File: src/rtl/field_pkg.sv
// ============================================================================
// Module  : field_pkg
// Purpose : Shared geometry, types and address-to-slot mapping for the
//           field packer and the indexed field selector.
// Revision: 1.0 - initial release
// ============================================================================
`default_nettype none

package field_pkg;

  localparam int FIELD_W   = 3;
  localparam int NUM_SLOTS = 7;
  localparam int ADDR_W    = 5;
  localparam int ADDR_SPAN = 28;

  localparam int WORD_W = FIELD_W * NUM_SLOTS;
  localparam int SLOT_W = $clog2(NUM_SLOTS);

  localparam logic [ADDR_W-1:0] CLEAR_ADDR = '1;

  typedef logic [WORD_W-1:0] word_t;

  typedef enum logic [0:0] {
    ST_FILL = 1'b0,
    ST_HOLD = 1'b1
  } state_e;

  function automatic logic [SLOT_W-1:0] slot_idx(input logic [ADDR_W-1:0] addr);
    return SLOT_W'(addr % ADDR_W'(NUM_SLOTS));
  endfunction

endpackage

`default_nettype wire

File: src/rtl/field_slot_decode.sv
// ============================================================================
// Module  : field_slot_decode
// Purpose : Combinational decode of a slot address into a one-hot slot select
//           and data / clear / illegal classification.
// Revision: 1.0 - initial release
// ============================================================================
`default_nettype none

module field_slot_decode
  import field_pkg::*;
(
  input  logic [ADDR_W-1:0]    addr,
  output logic [NUM_SLOTS-1:0] slot_oh,
  output logic                 is_data,
  output logic                 is_clear,
  output logic                 is_err
);

  always_comb begin
    is_data  = (addr < ADDR_W'(ADDR_SPAN));
    is_clear = (addr == CLEAR_ADDR);
    is_err   = !is_data && !is_clear;
    slot_oh  = '0;
    if (is_data) begin
      slot_oh = NUM_SLOTS'(1) << slot_idx(addr);
    end
  end

endmodule

`default_nettype wire

File: src/rtl/field_packer.sv
// ============================================================================
// Module  : field_packer
// Purpose : Packs addressed 3-bit symbols into a 7-slot word and hands the
//           completed word downstream on a valid/ready handshake.
//           Optional counters enabled with FIELD_PACKER_STATS_EN.
// Revision: 1.0 - initial release
// ============================================================================
`default_nettype none

module field_packer
  import field_pkg::*;
(
  input  logic                 clk,
  input  logic                 rst_n,
  input  logic                 in_valid,
  output logic                 in_ready,
  input  logic [ADDR_W-1:0]    in_addr,
  input  logic [FIELD_W-1:0]   in_data,
  output logic                 out_valid,
  input  logic                 out_ready,
  output logic [WORD_W-1:0]    out_word,
  output logic [NUM_SLOTS-1:0] slot_mask,
  output logic                 err_addr,
  output logic                 err_dup
`ifdef FIELD_PACKER_STATS_EN
  ,
  output logic [15:0]          word_count,
  output logic [7:0]           drop_count
`endif
);

  state_e               state_q, state_d;
  word_t                acc_q, acc_d;
  word_t                out_word_q, out_word_d;
  logic [NUM_SLOTS-1:0] mask_q, mask_d;
  logic                 out_valid_q, out_valid_d;
  logic                 err_addr_q, err_addr_d;
  logic                 err_dup_q, err_dup_d;

  logic [NUM_SLOTS-1:0] slot_oh;
  logic                 is_data, is_clear, is_err;
  logic                 accept, wr_data, complete, out_hs;
  word_t                acc_wr;
  logic [NUM_SLOTS-1:0] mask_wr;

  field_slot_decode u_decode (
    .addr     (in_addr),
    .slot_oh  (slot_oh),
    .is_data  (is_data),
    .is_clear (is_clear),
    .is_err   (is_err)
  );

  // HOLD is entered exactly when a word sits in the output register.
  assign in_ready = (state_q == ST_FILL) || out_ready;
  assign accept   = in_valid && in_ready;
  assign wr_data  = accept && is_data;
  assign out_hs   = out_valid_q && out_ready;
  assign mask_wr  = mask_q | slot_oh;
  assign complete = wr_data && (&mask_wr);

  always_comb begin
    acc_wr = acc_q;
    for (int k = 0; k < NUM_SLOTS; k++) begin
      if (slot_oh[k]) begin
        acc_wr[k*FIELD_W +: FIELD_W] = in_data;
      end
    end
  end

  always_comb begin
    acc_d       = acc_q;
    mask_d      = mask_q;
    out_word_d  = out_word_q;
    out_valid_d = out_valid_q;
    if (out_hs) begin
      out_valid_d = 1'b0;
    end
    if (accept && is_clear) begin
      acc_d  = '0;
      mask_d = '0;
    end else if (complete) begin
      out_word_d  = acc_wr;
      out_valid_d = 1'b1;
      acc_d       = '0;
      mask_d      = '0;
    end else if (wr_data) begin
      acc_d  = acc_wr;
      mask_d = mask_wr;
    end
    err_addr_d = accept && is_err;
    err_dup_d  = wr_data && |(mask_q & slot_oh);
    state_d    = out_valid_d ? ST_HOLD : ST_FILL;
  end

  always_ff @(posedge clk or negedge rst_n) begin
    if (!rst_n) begin
      state_q     <= ST_FILL;
      acc_q       <= '0;
      mask_q      <= '0;
      out_word_q  <= '0;
      out_valid_q <= 1'b0;
      err_addr_q  <= 1'b0;
      err_dup_q   <= 1'b0;
    end else begin
      state_q     <= state_d;
      acc_q       <= acc_d;
      mask_q      <= mask_d;
      out_word_q  <= out_word_d;
      out_valid_q <= out_valid_d;
      err_addr_q  <= err_addr_d;
      err_dup_q   <= err_dup_d;
    end
  end

  assign out_valid = out_valid_q;
  assign out_word  = out_word_q;
  assign slot_mask = mask_q;
  assign err_addr  = err_addr_q;
  assign err_dup   = err_dup_q;

`ifdef FIELD_PACKER_STATS_EN
  logic [15:0] word_count_q, word_count_d;
  logic [7:0]  drop_count_q, drop_count_d;

  always_comb begin
    word_count_d = word_count_q;
    drop_count_d = drop_count_q;
    if (out_hs) begin
      word_count_d = word_count_q + 16'd1;
    end
    if (err_addr_d && (drop_count_q != 8'hFF)) begin
      drop_count_d = drop_count_q + 8'd1;
    end
  end

  always_ff @(posedge clk or negedge rst_n) begin
    if (!rst_n) begin
      word_count_q <= '0;
      drop_count_q <= '0;
    end else begin
      word_count_q <= word_count_d;
      drop_count_q <= drop_count_d;
    end
  end

  assign word_count = word_count_q;
  assign drop_count = drop_count_q;
`endif

endmodule

`default_nettype wire

File: config.mk
export PLATFORM = sky130hd
export DESIGN_NAME = field_packer
export DESIGN_NICKNAME = d
export VERILOG_FILES = /design/src/rtl/field_pkg.sv /design/src/rtl/field_slot_decode.sv /design/src/rtl/field_packer.sv
export SDC_FILE = /design/constraint.sdc
export NUM_CORES = 1
export LEC_CHECK = 0
export BUFFER_PORTS_ARGS = -buffer_cell sky130_fd_sc_hd__buf_2
export CELL_PAD_IN_SITES_DETAIL_PLACEMENT = 0
export CELL_PAD_IN_SITES_GLOBAL_PLACEMENT = 1
export CORE_MARGIN = 3
export CORE_UTILIZATION = 40
export DETAILED_ROUTE_END_ITERATION = 16
export PLACE_DENSITY_LB_ADDON = 0.1
export SLEW_MARGIN = 20
export SYNTH_ARGS = -nofsm -noshare
export SYNTH_HDL_FRONTEND = slang
export SYNTH_HIERARCHICAL = 1
export SYNTH_SLANG_ARGS = --single-unit
export TNS_END_PERCENT = 20
File: constraint.sdc
create_clock -name clk -period 1.6 [get_ports clk]
set_clock_uncertainty 0.2 [all_clocks]
set_input_delay 0 -clock clk [delete_from_list [all_inputs] [get_ports clk]]
set_output_delay 0 -clock clk [all_outputs]
set_load 0.01 [all_outputs]
# After elaboration in Yosys (flattened, before gate mapping)
# Index checks and enable logic that the tools add are counted.
[op_classes]
n_bitwise = 4
n_shift = 1
n_div = 1
n_lt_le_gt_ge = 1
n_reduce_logical = 15
eq_ne = 1
n_mux = 18
[ops]
columns = ["cell", "n"]
rows = [
  ["two-way mux 21 bit", 3],
  ["two-way mux 7 bit", 4],
  ["two-way mux 3 bit", 7],
  ["logical AND 1 bit", 8],
  ["bitwise AND 7 bit", 1],
  ["bitwise OR 7 bit", 1],
  ["AND reduction 7 bit", 1],
  ["OR reduction 7 bit", 1],
  ["<< shifter 1 x 3 -> 7 bit (first input constant)", 1],
  ["== test 5 bit (second input constant)", 1],
  ["less-than comparator 5 bit (second input constant)", 1],
  ["modulo 5 x 3 -> 5 bit (second input constant)", 1],
  ["two-way mux 1 bit", 4],
  ["nonzero test 3 bit", 1],
  ["logical NOT 1 bit", 2],
  ["NOT 1 bit", 2],
  ["AND reduction 2 bit", 1],
  ["logical OR 1 bit", 1],
]
[word_totals]
out_inout_bits = 32
wordCells = 48
in_bits = 12
register_bits = 53

# Logic depth before layout (Yosys ltp)
[logic_depth]
word_depth = 9
depth_mapped = 16

# Hierarchy
# The synthesis kept the hierarchy.
[modules_own_cells]
columns = ["mod", "area_each_um2", "n_inst", "cells_per_inst", "seq_area_each_um2"]
rows = [
  ["field_packer", 2516.2, 1, 205, 1301.2],
  ["field_slot_decode", 320.3, 1, 46, 0.0],
]

# Worst setup path after synthesis
# Ideal clock, no wire load.
[synth_path]
path_type = "input -> register"
start = "input port in_addr[2]"
end = "register acc_q[14]"
arrival_ns = 3.193
required_time_ns = 1.278
slack_ns = -1.914
stages = 15
n_path_buf = 2
path_cell_list = "and3_1 -> inv_2 -> and2_1 -> ha_1 -> a21bo_1 -> a221o_1 -> nor3b_4 -> or3_4 -> and3b_1 -> buf_2 -> o22ai_1 -> nor4_4 -> buf_6 -> o31ai_2 -> a32o_1"
[synth_lines]
columns = ["element", "line", "rtl"]
rows = [
  ["start: declaration", "field_packer.sv:17", "input logic [ADDR_W-1:0] in_addr,"],
  ["less-than comparator 5 bit (*)", "field_slot_decode.sv:20", "is_data = (addr < ADDR_W'(ADDR_SPAN));"],
  ["net is_data", "field_packer.sv:41", "logic is_data, is_clear, is_err;"],
  ["two-way mux 7 bit (*)", "field_slot_decode.sv:24", "if (is_data) begin"],
  ["net slot_oh[2]", "field_packer.sv:40", "logic [NUM_SLOTS-1:0] slot_oh;"],
  ["bitwise OR 7 bit (*)", "field_packer.sv:59", "assign mask_wr = mask_q | slot_oh;"],
  ["AND reduction 7 bit (*)", "field_packer.sv:60", "assign complete = wr_data && (&mask_wr);"],
  ["logical AND 1 bit (*)", "field_packer.sv:60", ""],
  ["two-way mux 21 bit", "field_packer.sv:82", "end else if (complete) begin"],
  ["two-way mux 21 bit", "field_packer.sv:79", "if (accept && is_clear) begin"],
  ["end signal: assignment", "field_packer.sv:99", "acc_q <= '0;"],
  ["end signal: assignment", "field_packer.sv:107", "acc_q <= acc_d;"],
  ["end: declaration", "field_packer.sv:33", "word_t acc_q, acc_d;"],
]
# The timed path passes the listed nets; every way through them passes the cells marked *. The select of a mux whose other input is x is not followed.
# A chain may end at the register's enable or synchronous reset.

# Worst setup path in the final report
[layout_path]
start = "input port in_addr[2]"
end = "register acc_q[4]"
[layout_lines]
columns = ["element", "line"]
rows = [
  ["less-than comparator 5 bit (*)", "field_slot_decode.sv:20"],
  ["net is_data", "field_packer.sv:41"],
  ["two-way mux 7 bit (*)", "field_slot_decode.sv:24"],
  ["net slot_oh[1]", "field_packer.sv:40"],
  ["bitwise OR 7 bit", "field_packer.sv:59"],
  ["AND reduction 7 bit", "field_packer.sv:60"],
  ["logical AND 1 bit", "field_packer.sv:60"],
  ["two-way mux 21 bit", "field_packer.sv:82"],
  ["two-way mux 21 bit", "field_packer.sv:79"],
]
# Marks and branches as above.

==> results.json <==
{
  "multi_input_area_um2": 1470,
  "dr.pass1.iters": 4,
  "dieArea_um2": 8140,
  "p_per_area_nw_per_um2": 855,
  "fin_crit_ns": 3.08,
  "min_period_over_period_pct": 193,
  "fmax_mhz": 324,
  "drt_iter0_drc": 129,
  "overflow": 0,
  "end_kind": "register",
  "cts.htree.levels": 2,
  "relSlewSlack_pct": 53.3,
  "wl_per_cell_um": 16.3,
  "violations": "hold timing, setup timing",
  "n_fill_cell": 663,
  "critPathKind": "in -> reg",
  "async_flop_share_pct": 100,
  "cts_tree": "built",
  "vias": 2381,
  "clk_path_buf_depth": 2,
  "pwr-share-seq_pct": 46.9,
  "ys_ff_latch": 52,
  "ys_warn_count": 6,
  "hold_ws_ns": -0.00964,
  "cts.sinks": 52,
  "vdd_drop_max_v": 0.000343,
  "clockPowerShare_pct": 25.1,
  "comb_power_share_pct": 28.1,
  "synth.distinct_cells": 57,
  "hold_viol_final": 1,
  "drc": 0,
  "synth_edf_count": 0,
  "drv_slew": 0,
  "finalSetupViolations": 51,
  "synthCells": 251,
  "status": "complete, but fails checks",
  "ios": 44,
  "ant_nets": 0,
  "seqCellArea_um2": 1300,
  "hpwl_um": 5340,
  "diodes": 0,
  "grt_pass1_wl_um": 12200,
  "postSynthAreaPerCell_um2": 11.3,
  "tns_ns": -73.58,
  "wirelength_um": 7210,
  "drive_above_1_share_pct": 43.8,
  "intPower_mw": 2.24,
  "rsz0062_at_grt": "true",
  "area_growth_syn_to_layout_pct": 33.7,
  "grt_pass1_vias": 2408,
  "port_buffers": 43,
  "leakagePower_nw": 1.77,
  "p_sw_share_pct": 30.9,
  "p_switching_mw": 1.00,
  "yosys.area.top_type_share_pct": 45.9,
  "fp.coreArea_um2": 6830,
  "yosys-top-cells-area": "dfrtp_1, mux2i_1, a21oi_2",
  "critPathLaunchType": "primary input",
  "drv_cap": 0,
  "syn_nets": 265,
  "grt_usage_pct": 18.5,
  "cts-root-buf": "clkbuf_8",
  "worstSkewPairLatency_ns": 0.31,
  "die_w_um": 90.2,
  "vias_per_cell": 5.37,
  "hp-class": "in -> reg",
  "path_clk_slew_ns": 0.10,
  "cts_made_buffers": 5,
  "nets": 360,
  "dp_slack_ns": -1.84,
  "antenna_found_initial": 0,
  "cp_max_fo": 14,
  "finalWorstSetupSlack_ns": -1.48,
  "synth_area_um2": 2840,
  "final_core_util_pct": 55.5,
  "ys_seq_area_share_pct": 45.9,
  "start_util_pct": 41.5,
  "cp.arrival_ns": 3.09,
  "gp_congestion": 0.785,
  "grt_max_degree": 25,
  "synth.largest_area_cell": "dfrtp_1",
  "die_h_um": 90.2,
  "placementRows": 30,
  "worstPathRequired_ns": 1.60,
  "ys.flop_type": "dfrtp_1",
  "tightest_slew_ns": 0.701
}
[repair_timing]
action	in CTS	in global routing
endpoints found under the setup margin	51	66
endpoints found under the hold margin	78	0
pin swaps	2	0
hold buffers	7	0
resized for setup	4	7
setup buffers	0	0
[kinds of logic after synthesis]
family | count (synthesis) | synth area share (%)
adder cells (fa/ha/maj) | 2 | 0.882
AO/OA/AOI/OAI | 105 | 29.0
multiplexers | 21 | 7.41
flip-flops | 52 | 45.9
buffers and inverters | 24 | 5.47
AND/OR/NAND/NOR | 47 | 11.3
[registers in the layout, summed over array words and instances (netlist names)]
signal	cells
err_dup	1
acc_q	21
slot_mask	7
out_word	21
err_addr	1
out_valid	1
[placed cells by master (no fill, tap or decap), types with 3 or more instances in the layout]
cell / instances
and3_1: 4
a21oi_2: 20
nand2_1: 6
dfrtp_1: 52
nand2b_1: 3
o21ai_0: 4
buf_4: 53
mux2i_1: 21
nor3_1: 3
a32o_1: 9
o31ai_4: 4
buf_2: 43
a22o_1: 12
nor3b_1: 4
nor2_1: 4
a21oi_1: 25
clkbuf_8: 6
buf_12: 4
nand3_1: 4
dlygate4sd3_1: 6
o21a_1: 7
[worst max-delay path, cell delays in order]
cell and delay (ns):
buf_2 0.09, and3_4 0.20, inv_4 0.03, and2_4 0.15
ha_4 0.26, a21bo_1 0.19, a221o_1 0.38, nor3b_4 0.18
or3_4 0.37, nor3_1 0.14, buf_4 0.15, o22ai_4 0.07
nor4_4 0.27, buf_12 0.18, nor3b_1 0.06, buf_4 0.14
a22o_1 0.22
[through the flow]
stage          std cells  total power [mW]  instance area (um2)
6_report             443              3.24                 3790
3_3_place_gp         428              2.41                 3560
3_5_place_dp         428              2.43                 3560
4_1_cts              443              3.25                 3750
5_1_grt              443              3.43                 3790
2_1_floorplan        251              2.08                 2900
[synthesized netlist by cell type (2+ instances only)]
library cell,number
a21oi_2,19
a21oi_1,26
nor3b_1,6
nand2b_1,3
o21ai_0,4
clkbuf_1,4
buf_4,3
o31ai_2,5
nand2_1,6
nand3_1,4
o22ai_1,2
o21a_1,7
a32o_1,9
nor2_1,4
a31oi_1,2
nor3_1,3
buf_2,7
dfrtp_1,52
ha_1,2
and3_1,5
buf_6,6
nor2b_1,2
o21ai_1,2
and2_1,3
a22o_1,12
a22oi_1,2
mux2i_1,21
[power by group through the flow]
stage	Combinational [mW]	Sequential (mW)	Clock [mW]
floorplan	0.522	1.55	0
global placement	0.871	1.54	0
detailed placement	0.881	1.55	0
CTS	0.901	1.52	0.832
global route	0.995	1.54	0.894
finish	0.910	1.52	0.813
[per-layer routing]
layer	part of all wire (%)	up-vias	track usage [%]
met5	0	-	0
li1	-	1154	-
met4	0.85	0	3.83
met2	49	47	29.9
met3	3.3	6	3.01
met1	46	1174	26.2
[cell type report]
type                    count  area share [%]
flip-flops and latches     52            34.3
well taps                  96            3.17
clock buffers               6            2.18
repair buffers            109            20.8
multi-input cells         175            38.8
clock inverters             2           0.363
inverters                   3           0.363
[path summary, 6_finish.rpt]
kind / endpoint / start / slack (ns) / depth (start not counted)
min in group asynchronous: slot_mask[3] / rst_n / 0.02 / 3
setup reg to reg: acc_q[2] / out_valid / -0.18 / 5
hold reg to reg: acc_q[11] / acc_q[11] / 0.30 / 1
hold / removal: err_addr / in_addr[0] / -0.01 / 4
setup / recovery: acc_q[4] / in_addr[2] / -1.48 / 17
max in group asynchronous: slot_mask[2] / rst_n / 0.44 / 3
(Power assumes the default switching activity.)
